**config.mk**
```make
export PLATFORM = sky130hd
export DESIGN_NAME = bht_update_arb
export DESIGN_NICKNAME = d
export VERILOG_FILES = /design/src/rtl/bht_update_arb.sv
export SDC_FILE = /design/constraint.sdc
export NUM_CORES = 1
export LEC_CHECK = 0
export ABC_AREA = 1
export CORE_ASPECT_RATIO = 0.9
export CORE_MARGIN = 3
export CORE_UTILIZATION = 45
export CTS_CLUSTER_SIZE = 12
export DETAILED_ROUTE_END_ITERATION = 10
export PLACE_DENSITY = 0.77
export RECOVER_POWER = 50
export SYNTH_ARGS = -nofsm -noshare
export SYNTH_HDL_FRONTEND = slang
export SYNTH_SLANG_ARGS = --single-unit
```
**constraint.sdc**
```tcl
create_clock -name i_clk -period 4.75 [get_ports i_clk]
set_clock_uncertainty 0.2 [all_clocks]
set_input_delay 0.475 -clock i_clk [delete_from_list [all_inputs] [get_ports i_clk]]
set_output_delay 0.475 -clock i_clk [all_outputs]
set_load 0.05 [all_outputs]
```
**src/rtl/bht_update_arb.sv**
```systemverilog
// Branch-history-table update arbiter: queues up to two resolved branches per
// cycle (br0 older, br1 younger) and issues one registered BHT update per cycle.
module bht_update_arb #(
    parameter int DEPTH = 4,
    parameter int CW    = $clog2(DEPTH + 1)
) (
    input  logic          i_clk,
    input  logic          i_rst_n,
    input  logic          i_br0_valid,
    input  logic [31:0]   i_br0_addr,
    input  logic          i_br0_taken,
    output logic          o_br0_ready,
    input  logic          i_br1_valid,
    input  logic [31:0]   i_br1_addr,
    input  logic          i_br1_taken,
    output logic          o_br1_ready,
    input  logic          i_stall,
    input  logic          i_clear,
    output logic          o_update_en,
    output logic [31:0]   o_update_addr,
    output logic          o_update_taken,
    output logic [CW-1:0] o_count
);

    localparam int PW = $clog2(DEPTH);
    localparam logic [CW-1:0] L_LIM0 = CW'(DEPTH - 1);
    localparam logic [CW-1:0] L_LIM1 = CW'(DEPTH - 2);

    logic [31:0]   r_addr  [DEPTH];
    logic          r_taken [DEPTH];
    logic [PW-1:0] r_wptr;
    logic [PW-1:0] r_rptr;
    logic [CW-1:0] r_count;
    logic          r_update_en;
    logic [31:0]   r_update_addr;
    logic          r_update_taken;

    logic          w_push0;
    logic          w_push1;
    logic          w_deq;
    logic [PW-1:0] w_wptr1;
    logic [PW-1:0] w_br1_slot;

    // Handshake: a port transfers on a rising edge where valid && ready.
    // Readies look only at the current occupancy (no credit for a same-cycle
    // dequeue), so br1 being ready always implies br0 is ready too.
    assign o_br0_ready = (r_count <= L_LIM0) && !i_clear;
    assign o_br1_ready = (r_count <= L_LIM1) && !i_clear;

    assign w_push0    = i_br0_valid && o_br0_ready;
    assign w_push1    = i_br1_valid && o_br1_ready;
    assign w_deq      = (r_count != '0) && !i_stall && !i_clear;
    assign w_wptr1    = r_wptr + PW'(1);
    assign w_br1_slot = w_push0 ? w_wptr1 : r_wptr;

    // Queue storage carries no reset; occupancy alone defines valid entries.
    always_ff @(posedge i_clk) begin
        if (w_push0) begin
            r_addr[r_wptr]  <= i_br0_addr;
            r_taken[r_wptr] <= i_br0_taken;
        end
        if (w_push1) begin
            r_addr[w_br1_slot]  <= i_br1_addr;
            r_taken[w_br1_slot] <= i_br1_taken;
        end
    end

    always_ff @(posedge i_clk or negedge i_rst_n) begin
        if (!i_rst_n) begin
            r_wptr         <= '0;
            r_rptr         <= '0;
            r_count        <= '0;
            r_update_en    <= 1'b0;
            r_update_addr  <= 32'h0;
            r_update_taken <= 1'b0;
        end else if (i_clear) begin
            r_wptr      <= '0;
            r_rptr      <= '0;
            r_count     <= '0;
            r_update_en <= 1'b0;
        end else begin
            r_wptr  <= r_wptr + PW'(w_push0) + PW'(w_push1);
            r_count <= r_count + CW'(w_push0) + CW'(w_push1) - CW'(w_deq);
            if (w_deq) begin
                r_update_en    <= 1'b1;
                r_update_addr  <= r_addr[r_rptr];
                r_update_taken <= r_taken[r_rptr];
                r_rptr         <= r_rptr + PW'(1);
            end else begin
                r_update_en <= 1'b0;
            end
        end
    end

    assign o_update_en    = r_update_en;
    assign o_update_addr  = r_update_addr;
    assign o_update_taken = r_update_taken;
    assign o_count        = r_count;

endmodule

```
======== After elaboration in Yosys (flattened, before gate mapping) ========
Memory sizes are Yosys's and may differ from the RTL's. A register that Yosys moved wholly into a read port is not among the register bits.
Index checks and enable logic that the tools add are counted.
cells by class
  add/sub/neg operators ................... 7
  multiplexer cells ....................... 11
  reduce and logical (&&, ||, !) cells .... 13
  order comparisons ....................... 2
  bitwise operators ....................... 1
operators by type and width
  cell                 number
  $mux 2               4
  $add 3x1->3          2
  $le 3x2->1 const B   2
  $logic_and 1x1->1    6
  $mux 1               6
  $add 2x1->2          2
  $add 2x1->2 const B  2
  $logic_not 1->1      4
  $mux 3               1
  $reduce_bool 3->1    1
  $sub 3x1->3          1
  $reduce_and 2->1     1
  $reduce_bool 2->1    1
  $not 1->1            1
word-level totals
  input bits .............................. 72
  memories kept ........................... 2
  word-level logic and storage cells ...... 40
  bits in registers ....................... 8
  output and inout bits ................... 39
  RAM bits ................................ 132
memories
  name     words  width  rd ports  clocked after memory_dff  wr ports  line  source
  r_addr   4      32     1         1                         2         29    logic [31:0] r_addr [DEPTH];
  r_taken  4      1      1         1                         2         30    logic r_taken [DEPTH];

======== Longest topological paths before layout ========
Gate-level depths: netlist of the first run.
  depth in word-level cells ............... 7
  depth in mapped cells ................... 11
  depth with buffers taken out ............ 9

======== Worst setup path before layout of the first run ========
Ideal clock, no wire load.
  kind .................................... reg2reg
  start ................................... register r_count[1], in the netlist o_count[1]
  end ..................................... memory r_addr[3][0] (enable)
  period minus slack after synthesis ...... 3051 ps
  setup slack ............................. 1699 ps
  library setup time ...................... 390 ps
  data arrival time ....................... 2460 ps
  stages on the path, launching flop included .. 9
  data required time ...................... 4160 ps
  buffers on the path ..................... 1
  cells stage by stage .................... dfrtp_1 ha_1 nand3_2 nand3_2 nand2_1 nand2_2 nand3_2 buf_2 nand2_1
RTL lines
  item                    line  source
  from (decl)             33    logic [CW-1:0] r_count;
  from (signal assigned)  83    r_count <= r_count + CW'(w_push0) + CW'(w_push1) - CW'(w_deq);
  to (decl)               29

==> summary.json, run 1 <==
{
  "failing_checks": "capacitance limit, slew limit",
  "slowest_delay_ps": 1420,
  "cts_root_buffer": "sky130_fd_sc_hd__clkbuf_16",
  "clock_transition_at_path_regs_ps": 70,
  "largest_delay_contributor_family_on_the_critical_path": "buffers and inverters",
  "hold_viol": 0,
  "power_after_layout_mw": 6.02,
  "detail_route.wirelength_um": 24100,
  "avg_inst_size_synth_um2": 9.47,
  "fp.dieArea_mm2": 0.0218,
  "crit_path_start": "i_clear",
  "synth_cell_type_count": 30,
  "synth_warnings": 0,
  "crit-reg2reg-launch": "r_rptr[0]",
  "ioPinCount": 111,
  "cts_hold_repair.buffers": 0,
  "netlist_instances": 953,
  "drv_cap": 4,
  "detailedRoute.firstPassIterationCount": 5,
  "cts_tree": "done",
  "groute.layer.met1.usage_pct": 29.6,
  "timing.critical_path.cells": "buf_2, nor2_1, nand3_1, nand2_1, nand2_2, clkbuf_1, nand4_1, nand2_1",
  "placeableCoreArea_mm2": 0.0195,
  "die-width_um": 155,
  "global_route_wire_length_before_repair_um": 38100,
  "global_route.overflow_total": 0,
  "synthToLayoutAreaGrowth_pct": 17.9,
  "ctsHtreeMaxLevel": 4,
  "syn_nets": 1035,
  "result_of_the_run": "complete, but fails checks",
  "setup_violations": 0,
  "count_of_unresolved_drc_violations_after_routing": 0,
  "ys_seq_area_share_pct": 55.3,
  "reg2reg_to": "r_rptr[1]",
  "grt_setup_unrepaired": "false",
  "min_path_type": "reg2reg",
  "worstSkewPairLatency_ps": 430,
  "detailroute.via_count": 7478,
  "worstSetupPathDepth": 8,
  "count_of_inserted_antenna_diode_cells": 0,
  "synth_top_family_by_area": "simple AND/OR/NAND/NOR gates",
  "grt_use_total_pct": 22.2,
  "clock_tree.buffer_depth": 2,
  "critical_path.n_buffers_inverters": 2,
  "crit_end": "r_addr[2][1]",
  "drive_above_1_share_pct": 5.65,
  "grt_util_met3_pct": 4.73,
  "synth-adder-area-share_pct": 1.64,
  "layout_min_cycle_time_ps": 3920,
  "r2r.worst_path.cells": 5,
  "slew_viol_final": 161,
  "ant_nets": 0,
  "largest_net_degree_at_the_start_of_global_routing": 81,
  "ir_drop_v": 0.000296,
  "fmaxAchievable_mhz": 255,
  "wl_per_cell_um": 18.9,
  "worst_path_most_repeated_cell": "sky130_fd_sc_hd__nand2_1",
  "number_of_drc_violations_after_detailed_routing_iteration_0": 798,
  "synth_xor_area_share_pct": 0.0970,
  "critPathKind": "in2reg",
  "critical-path-slowest-cell": "sky130_fd_sc_hd__clkbuf_1",
  "timing.critical_path.fanout_max": 41,
  "global_route.peak_usage_layer": "met2",
  "antenna_found_initial": 0,
  "vias_in_the_first_global_route": 7195,
  "chipHeight_um": 140,
  "cts_sinks": 173,
  "power_leakage_nw": 4.36,
  "critPathArrivalTime_ps": 4010,
  "fin_nets": 1095,
  "crit_path_end_kind": "register",
  "multiplexer_fraction_of_the_synthesized_cell_area_pct": 3.66,
  "cts_inserted_buffers": 17,
  "finalSetupTns_ps": 0,
  "starting_density_of_the_core_pct": 46.4,
  "post_cts_resized": 0,
  "grt.met2_usage_pct": 36.6,
  "timing.critical_path.from_type": "input pin",
  "portion_of_the_clock_cycle_consumed_by_the_worst_path_in_the_final_layout_pct": 82.5,
  "power.density_cell_area_mw_per_mm2": 565,
  "required_ps": 4850,
  "slew_headroom_pct": -59.6,
  "rows": 48,
  "detailed_place_hpwl_um": 14200,
  "synth_area_mm2": 0.00903,
  "tightest_slew_ps": 2390,
  "gp_congestion": 0.786,
  "timing.reg2reg.setup_slack_ps": 960,
  "synth-compound-area-share_pct": 6.32,
  "placement.io_buffers": 110,
  "yosys_register_bits": 173,
  "vias_per_cell": 5.86,
  "postCtsSetupRepairBufs": 0,
  "synth_simple_gate_area_share_pct": 27.2
}
==> flip-flops by register name, summed over array words and instances, names as in the netlist <==
name,count
o_count,3
o_update_addr,32
o_update_en,1
o_update_taken,1
r_addr,128
r_rptr,2
r_taken,4
r_wptr,2
==> power by group <==
| part | total [mW] | internal (mW) | switching (mW) |
|---|---|---|---|
| Combinational | 2.41 | 0.654 | 1.76 |
| Clock | 1.41 | 0.833 | 0.574 |
| Sequential | 2.20 | 2.02 | 0.175 |
| Total | 6.02 | 3.51 | 2.51 |
==> cell usage in the layout (no fill, tap or decap), types with 2 or more instances in the layout <==
cell                              count
sky130_fd_sc_hd__ha_1                 7
sky130_fd_sc_hd__nand3_2              2
sky130_fd_sc_hd__clkinv_4             2
sky130_fd_sc_hd__clkdlybuf4s50_1     69
sky130_fd_sc_hd__mux2i_1             33
sky130_fd_sc_hd__edfxtp_1           132
sky130_fd_sc_hd__dlygate4sd3_1       39
sky130_fd_sc_hd__nor2_1              39
sky130_fd_sc_hd__inv_1               11
sky130_fd_sc_hd__nand2_2              8
sky130_fd_sc_hd__dfrtp_1             40
sky130_fd_sc_hd__nand3_4              3
sky130_fd_sc_hd__o22ai_1             33
sky130_fd_sc_hd__o21ai_0             67
sky130_fd_sc_hd__buf_4               11
sky130_fd_sc_hd__fa_1                 3
sky130_fd_sc_hd__nand2_1            343
sky130_fd_sc_hd__a21oi_1              2
sky130_fd_sc_hd__clkinv_2             2
sky130_fd_sc_hd__nand3_1              3
sky130_fd_sc_hd__clkbuf_16           20
sky130_fd_sc_hd__nand4_1            136
sky130_fd_sc_hd__clkbuf_1             7
==> worst min path at each step <==
stage | from | endpoint | slack (ps) | cells after the start
2_1_floorplan | i_rst_n | o_count[0] | -20 | 0
3_3_place_gp | o_update_addr[25] | o_update_addr[25] | 290 | 2
3_5_place_dp | o_update_addr[29] | o_update_addr[29] | 290 | 2
4_1_cts | i_rst_n | r_wptr[1] | 40 | 1
5_1_grt | o_update_addr[18] | o_update_addr[18] | 330 | 2
6_report | o_update_addr[23] | o_update_addr[23] | 300 | 2
==> logic make-up after synthesis <==
| family | Yosys count |
|---|---|
| DFF | 173 |
| muxes | 33 |
| adders and majority gates | 10 |
| AOI/OAI and AO/OA | 103 |
| and+or+nand+nor | 538 |
| buffers and inverters | 95 |
| xor gates and xnor gates | 1 |
==> per-stage QoR <==
| stage | cell area, um2 | util [%] | hold WS [ps] | std cells | worst slack [ps] |
|---|---|---|---|---|---|
| finish | 10600 | 54.7 | 297 | 1276 | 832 |
| global route | 10600 | 54.7 | 331 | 1276 | 481 |
| CTS | 10700 | 54.8 | 39.9 | 1276 | 1130 |
| detailed placement | 10100 | 51.7 | 292 | 1244 | 714 |
| global placement | 10100 | 51.7 | 289 | 1244 | 787 |
| floorplan | 9030 | - | -20.6 | 953 | 1700 |
==> worst min-delay path, cell delays in order (launching register included) <==
cell                      delay [ps]
sky130_fd_sc_hd__dfrtp_1         330
sky130_fd_sc_hd__o21ai_0          70
sky130_fd_sc_hd__nand2_1          60
==> routing by layer <==
metal  share of wire (%)  vias up
met5                   0        -
met4                 1.3        0
met3                 8.6       30
met2                  49      377
met1                  42     3568
li1                    -     3503
==> layout make-up <==
type	count	area [um2]
clock inverter	7	72.6
inverter	13	48.8
clock buffer	25	529
fill	1709	8820
tap	250	313
sequential	173	4990
timing repair buffer	123	1180
multi-input combinational	685	3510
==> cells in the mapped netlist <==
master                     instances  area [um2]
sky130_fd_sc_hd__fa_1              3        60.1
sky130_fd_sc_hd__inv_2             1        3.75
sky130_fd_sc_hd__edfxtp_1        132        3960
sky130_fd_sc_hd__buf_6             9         101
sky130_fd_sc_hd__nand4_1         136         851
sky130_fd_sc_hd__nor2_4            1        11.3
sky130_fd_sc_hd__and3_1            1        6.26
sky130_fd_sc_hd__xnor2_1           1        8.76
sky130_fd_sc_hd__a21boi_4          1        18.8
sky130_fd_sc_hd__nand3_2           4        40.0
sky130_fd_sc_hd__nor2_2            1        6.26
sky130_fd_sc_hd__or2_2             1        6.26
sky130_fd_sc_hd__nand3_4           3        52.6
sky130_fd_sc_hd__nand3_1           1        5.00
sky130_fd_sc_hd__a21oi_1           2        10.0
sky130_fd_sc_hd__buf_1             4        15.0
sky130_fd_sc_hd__inv_1            11        41.3
sky130_fd_sc_hd__o21ai_0          67         335
sky130_fd_sc_hd__nor2_1           38         143
sky130_fd_sc_hd__clkinv_1          1        3.75
sky130_fd_sc_hd__dfrtp_1          41        1030
sky130_fd_sc_hd__ha_1              7        87.6
sky130_fd_sc_hd__nand2_1         347        1300
sky130_fd_sc_hd__buf_4            19         143
sky130_fd_sc_hd__buf_2            26         130
sky130_fd_sc_hd__nor3_1            1        5.00
sky130_fd_sc_hd__o22ai_1          33         206
sky130_fd_sc_hd__mux2i_1          33         330
sky130_fd_sc_hd__nand2_2           4        25.0
sky130_fd_sc_hd__clkbuf_1         24        90.1
Power figures use the tool's default switching activity.
==> run 2: changes to the inputs <==
- clock period: 4.75 -> 3.9 ns (I/O delays scaled with it)
==> run 2 against run 1 <==
Effect of this change:
- the run still ends with capacitance limit, slew limit left
- global-route usage rose by 0.66 points
- via count rose by 1.1%
- clock-buffer cell count fell by 5
- critical path depth rose by 2
- die area did not move
- sequential power rose by 20%
- non-clock buffer count rose by 10
- sequential share of layout area fell by 0.093 points
- wire length rose by 3.1%
- critical path type is now reg2reg
- critical endpoint is now r_addr[2][10]
- largest cell class unchanged
- largest power group unchanged
==> summary.json, run 2 (synthesis gave the netlist of run 1 again) <==
{
  "worst_path_most_repeated_cell": "sky130_fd_sc_hd__nand3_1",
  "layout_min_cycle_time_ps": 3430,
  "gp_congestion": {"value": 0.766, "change": "-2.6%"},
  "tightest_slew": {"value": 2430, "unit": "ps", "change": "+40.6 ps"},
  "cts_hold_repair.buffers": {"value": 1, "change": "+1"},
  "starting_density_of_the_core": {"value": 46.4, "unit": "%", "change": "unchanged"},
  "slew_headroom": {"value": -62.3, "unit": "%", "change": "-2.7 points"},
  "cts_inserted_buffers": {"value": 17, "change": "unchanged"},
  "placeableCoreArea": {"value": 0.0195, "unit": "mm2", "change": "unchanged"},
  "layout.cells.most_common": "sky130_fd_sc_hd__nand2_1",
  "rows": {"value": 48, "change": "unchanged"},
  "power.switching": {"value": 3.10, "unit": "mW", "change": "+24%"},
  "largest_net_degree_at_the_start_of_global_routing": {"value": 86, "change": "+6.2%"},
  "min_path_type": "in2reg",
  "placement.io_buffers": {"value": 110, "change": "unchanged"},
  "crit_path_end_kind": "register",
  "clock_transition_at_path_regs": {"value": 70, "unit": "ps", "change": "about the same"},
  "fmaxAchievable_mhz": 292,
  "ir_drop": {"value": 0.000496, "unit": "V", "change": "+68%"},
  "cts_sinks": {"value": 173, "change": "unchanged"},
  "clock_tree.buffer_depth": {"value": 2, "change": "unchanged"},
  "clkPwrFrac": {"value": 23.0, "unit": "%", "change": "-0.4 points"},
  "ctsHtreeMaxLevel": {"value": 4, "change": "unchanged"},
  "worstSkewPairLatency": {"value": 440, "unit": "ps", "change": "about the same"},
  "result_of_the_run": "complete, but fails checks",
  "wl_per_cell": {"value": 19.3, "unit": "um", "change": "+2.3%"},
  "failing_checks": "capacitance limit, slew limit",
  "slowest_delay": {"value": 660, "unit": "ps", "change": "-760 ps"},
  "number_of_drc_violations_after_detailed_routing_iteration_0": {"value": 861, "change": "+7.9%"},
  "ioPinCount": {"value": 111, "change": "unchanged"},
  "critPathArrivalTime": {"value": 3350, "unit": "ps", "change": "-660 ps"},
  "power_after_layout": {"value": 7.33, "unit": "mW", "change": "+22%"},
  "internal_power_component": {"value": 4.23, "unit": "mW", "change": "+21%"},
  "required": {"value": 3820, "unit": "ps", "change": "-1030 ps"},
  "timing.critical_path.from_type": "register",
  "cts_tree": "done",
  "detailedRoute.firstPassIterationCount": {"value": 6, "change": "+1"},
  "largest_register_ffs": {"value": 128, "change": "unchanged"},
  "global_route_wire_length_before_repair": {"value": 39100, "unit": "um", "change": "+2.7%"},
  "power_leakage": {"value": 4.38, "unit": "nW", "change": "+0.48%"},
  "die-width": {"value": 155, "unit": "um", "change": "unchanged"},
  "vias_per_cell": {"value": 5.88, "change": "+0.27%"},
  "setup_violations": {"value": 0, "change": "unchanged"},
  "power.share.switching": {"value": 42.3, "unit": "%", "change": "+0.66 points"},
  "power.density_cell_area": {"value": 687, "unit": "mW/mm2", "change": "+22%"},
  "portion_of_the_clock_cycle_consumed_by_the_worst_path_in_the_final_layout_pct": 87.8,
  "count_of_unresolved_drc_violations_after_routing": {"value": 0, "change": "unchanged"},
  "cts_root_buffer": "sky130_fd_sc_hd__clkbuf_16",
  "fp.dieArea": {"value": 0.0218, "unit": "mm2", "change": "unchanged"},
  "fin_nets": {"value": 1105, "change": "+0.91%"},
  "timing.critical_path.fanout_max": {"value": 37, "change": "-9.8%"},
  "detailed_place_hpwl": {"value": 14800, "unit": "um", "change": "+4.3%"},
  "top_register": "r_addr",
  "ant_nets": {"value": 0, "change": "unchanged"},
  "slew_viol_final": {"value": 126, "change": "-22%"},
  "timing.critical_path.cells": "inv_1, ha_1, nand3_1, nand3_1, nand2_1, nand2_1, clkbuf_2, nand3_1, nand2_2, buf_4",
  "combPwrFrac": {"value": 41.0, "unit": "%", "change": "+0.9 points"},
  "hold_viol": {"value": 0, "change": "unchanged"},
  "postCtsSetupRepairBufs": {"value": 0, "change": "unchanged"},
  "antenna_found_initial": {"value": 1, "change": "+1"},
  "chipHeight": {"value": 140, "unit": "um", "change": "unchanged"},
  "critical-path-slowest-cell": "sky130_fd_sc_hd__clkbuf_2",
  "r2r.worst_path.cells": {"value": 10, "change": "+5"},
  "finalSetupTns": {"value": 0, "unit": "ps", "change": "unchanged"},
  "synthToLayoutAreaGrowth_pct": 18.1,
  "most-common-layout-cells": "sky130_fd_sc_hd__nand2_1, sky130_fd_sc_hd__nand4_1, sky130_fd_sc_hd__edfxtp_1",
  "detail_route.wirelength": {"value": 24900, "unit": "um", "change": "+3.1%"},
  "post_cts_resized": {"value": 0, "change": "unchanged"},
  "grt_use_total": {"value": 22.8, "unit": "%", "change": "+0.66 points"},
  "drv_cap": {"value": 3, "change": "-1"},
  "detailroute.via_count": {"value": 7563, "change": "+1.1%"},
  "global_route.overflow_total": {"value": 0, "change": "unchanged"},
  "drive_above_1_share": {"value": 6.08, "unit": "%", "change": "+0.43 points"},
  "vias_in_the_first_global_route": {"value": 7406, "change": "+2.9%"},
  "pwr-share-seq": {"value": 35.9, "unit": "%", "change": "-0.6 points"},
  "hold_depth": {"value": 2, "change": "unchanged"},
  "grt_setup_unrepaired": "false",
  "critPathKind": "reg2reg",
  "fill_cells": {"value": 1701, "change": "-0.47%"}
}
[run 2: layout make-up]
type                    instances  area, um2  share of cell area [%]
repair buffers                133       1250                    11.7
diodes                          1       2.50                  0.0235
multi-input cells             685       3480                    32.6
well taps                     250        313                    2.93
inverters                      13       48.8                   0.457
flip-flops and latches        173       4990                    46.8
clock buffers                  20        447                    4.19
clock inverters                12        138                    1.29
[run 2: worst paths after layout]
kind	startpoint	slack (ps)	endpoint
max	o_count[2]	470	r_addr[2][10]
min	i_clear	230	o_count[0]
max reg2reg	o_count[2]	470	r_addr[2][10]
min reg2reg	o_update_addr[23]	310	o_update_addr[23]
max in group asynchronous	i_rst_n	900	r_rptr[1]
min in group asynchronous	i_rst_n	1040	o_update_addr[25]
[run 2: critical path: cells and delay by family, from the launching register on]
| kind | cells | cell delay [ps] |
|---|---|---|
| fa+ha+maj | 1 | 150 |
| buf+inv | 3 | 1090 |
| flops | 1 | 420 |
| simple gates | 6 | 1210 |
[run 2: per-stage QoR]
stage	area, um2	instances	util (%)	hold slack [ps]	worst slack, ps
floorplan	9030	953	-	-106	849
finish	10700	1287	54.8	234	474
global route	10700	1287	54.8	272	260
CTS	10700	1286	55.1	218	679
detailed placement	10100	1253	52.1	294	441
global placement	10100	1253	52.1	291	492
[run 2: power by group through the flow]
stage          combinational, mW  sequential (mW)  clock, mW
2_1_floorplan               1.60             3.23          0
3_3_place_gp                3.02             2.67          0
3_5_place_dp                3.08             2.68          0
4_1_cts                     3.09             2.64       1.70
5_1_grt                     3.23             2.67       1.79
6_report                    3.01             2.64       1.69
[run 2: routing by layer]
metal / share of wire (%) / track usage (%) / up-vias
met2: 48 / 37.3 / 399
met4: 2.2 / 9.44 / 0
met3: 8.9 / 4.94 / 49
li1: - / - / 3528
met5: 0 / 0 / -
met1: 40 / 29.5 / 3587
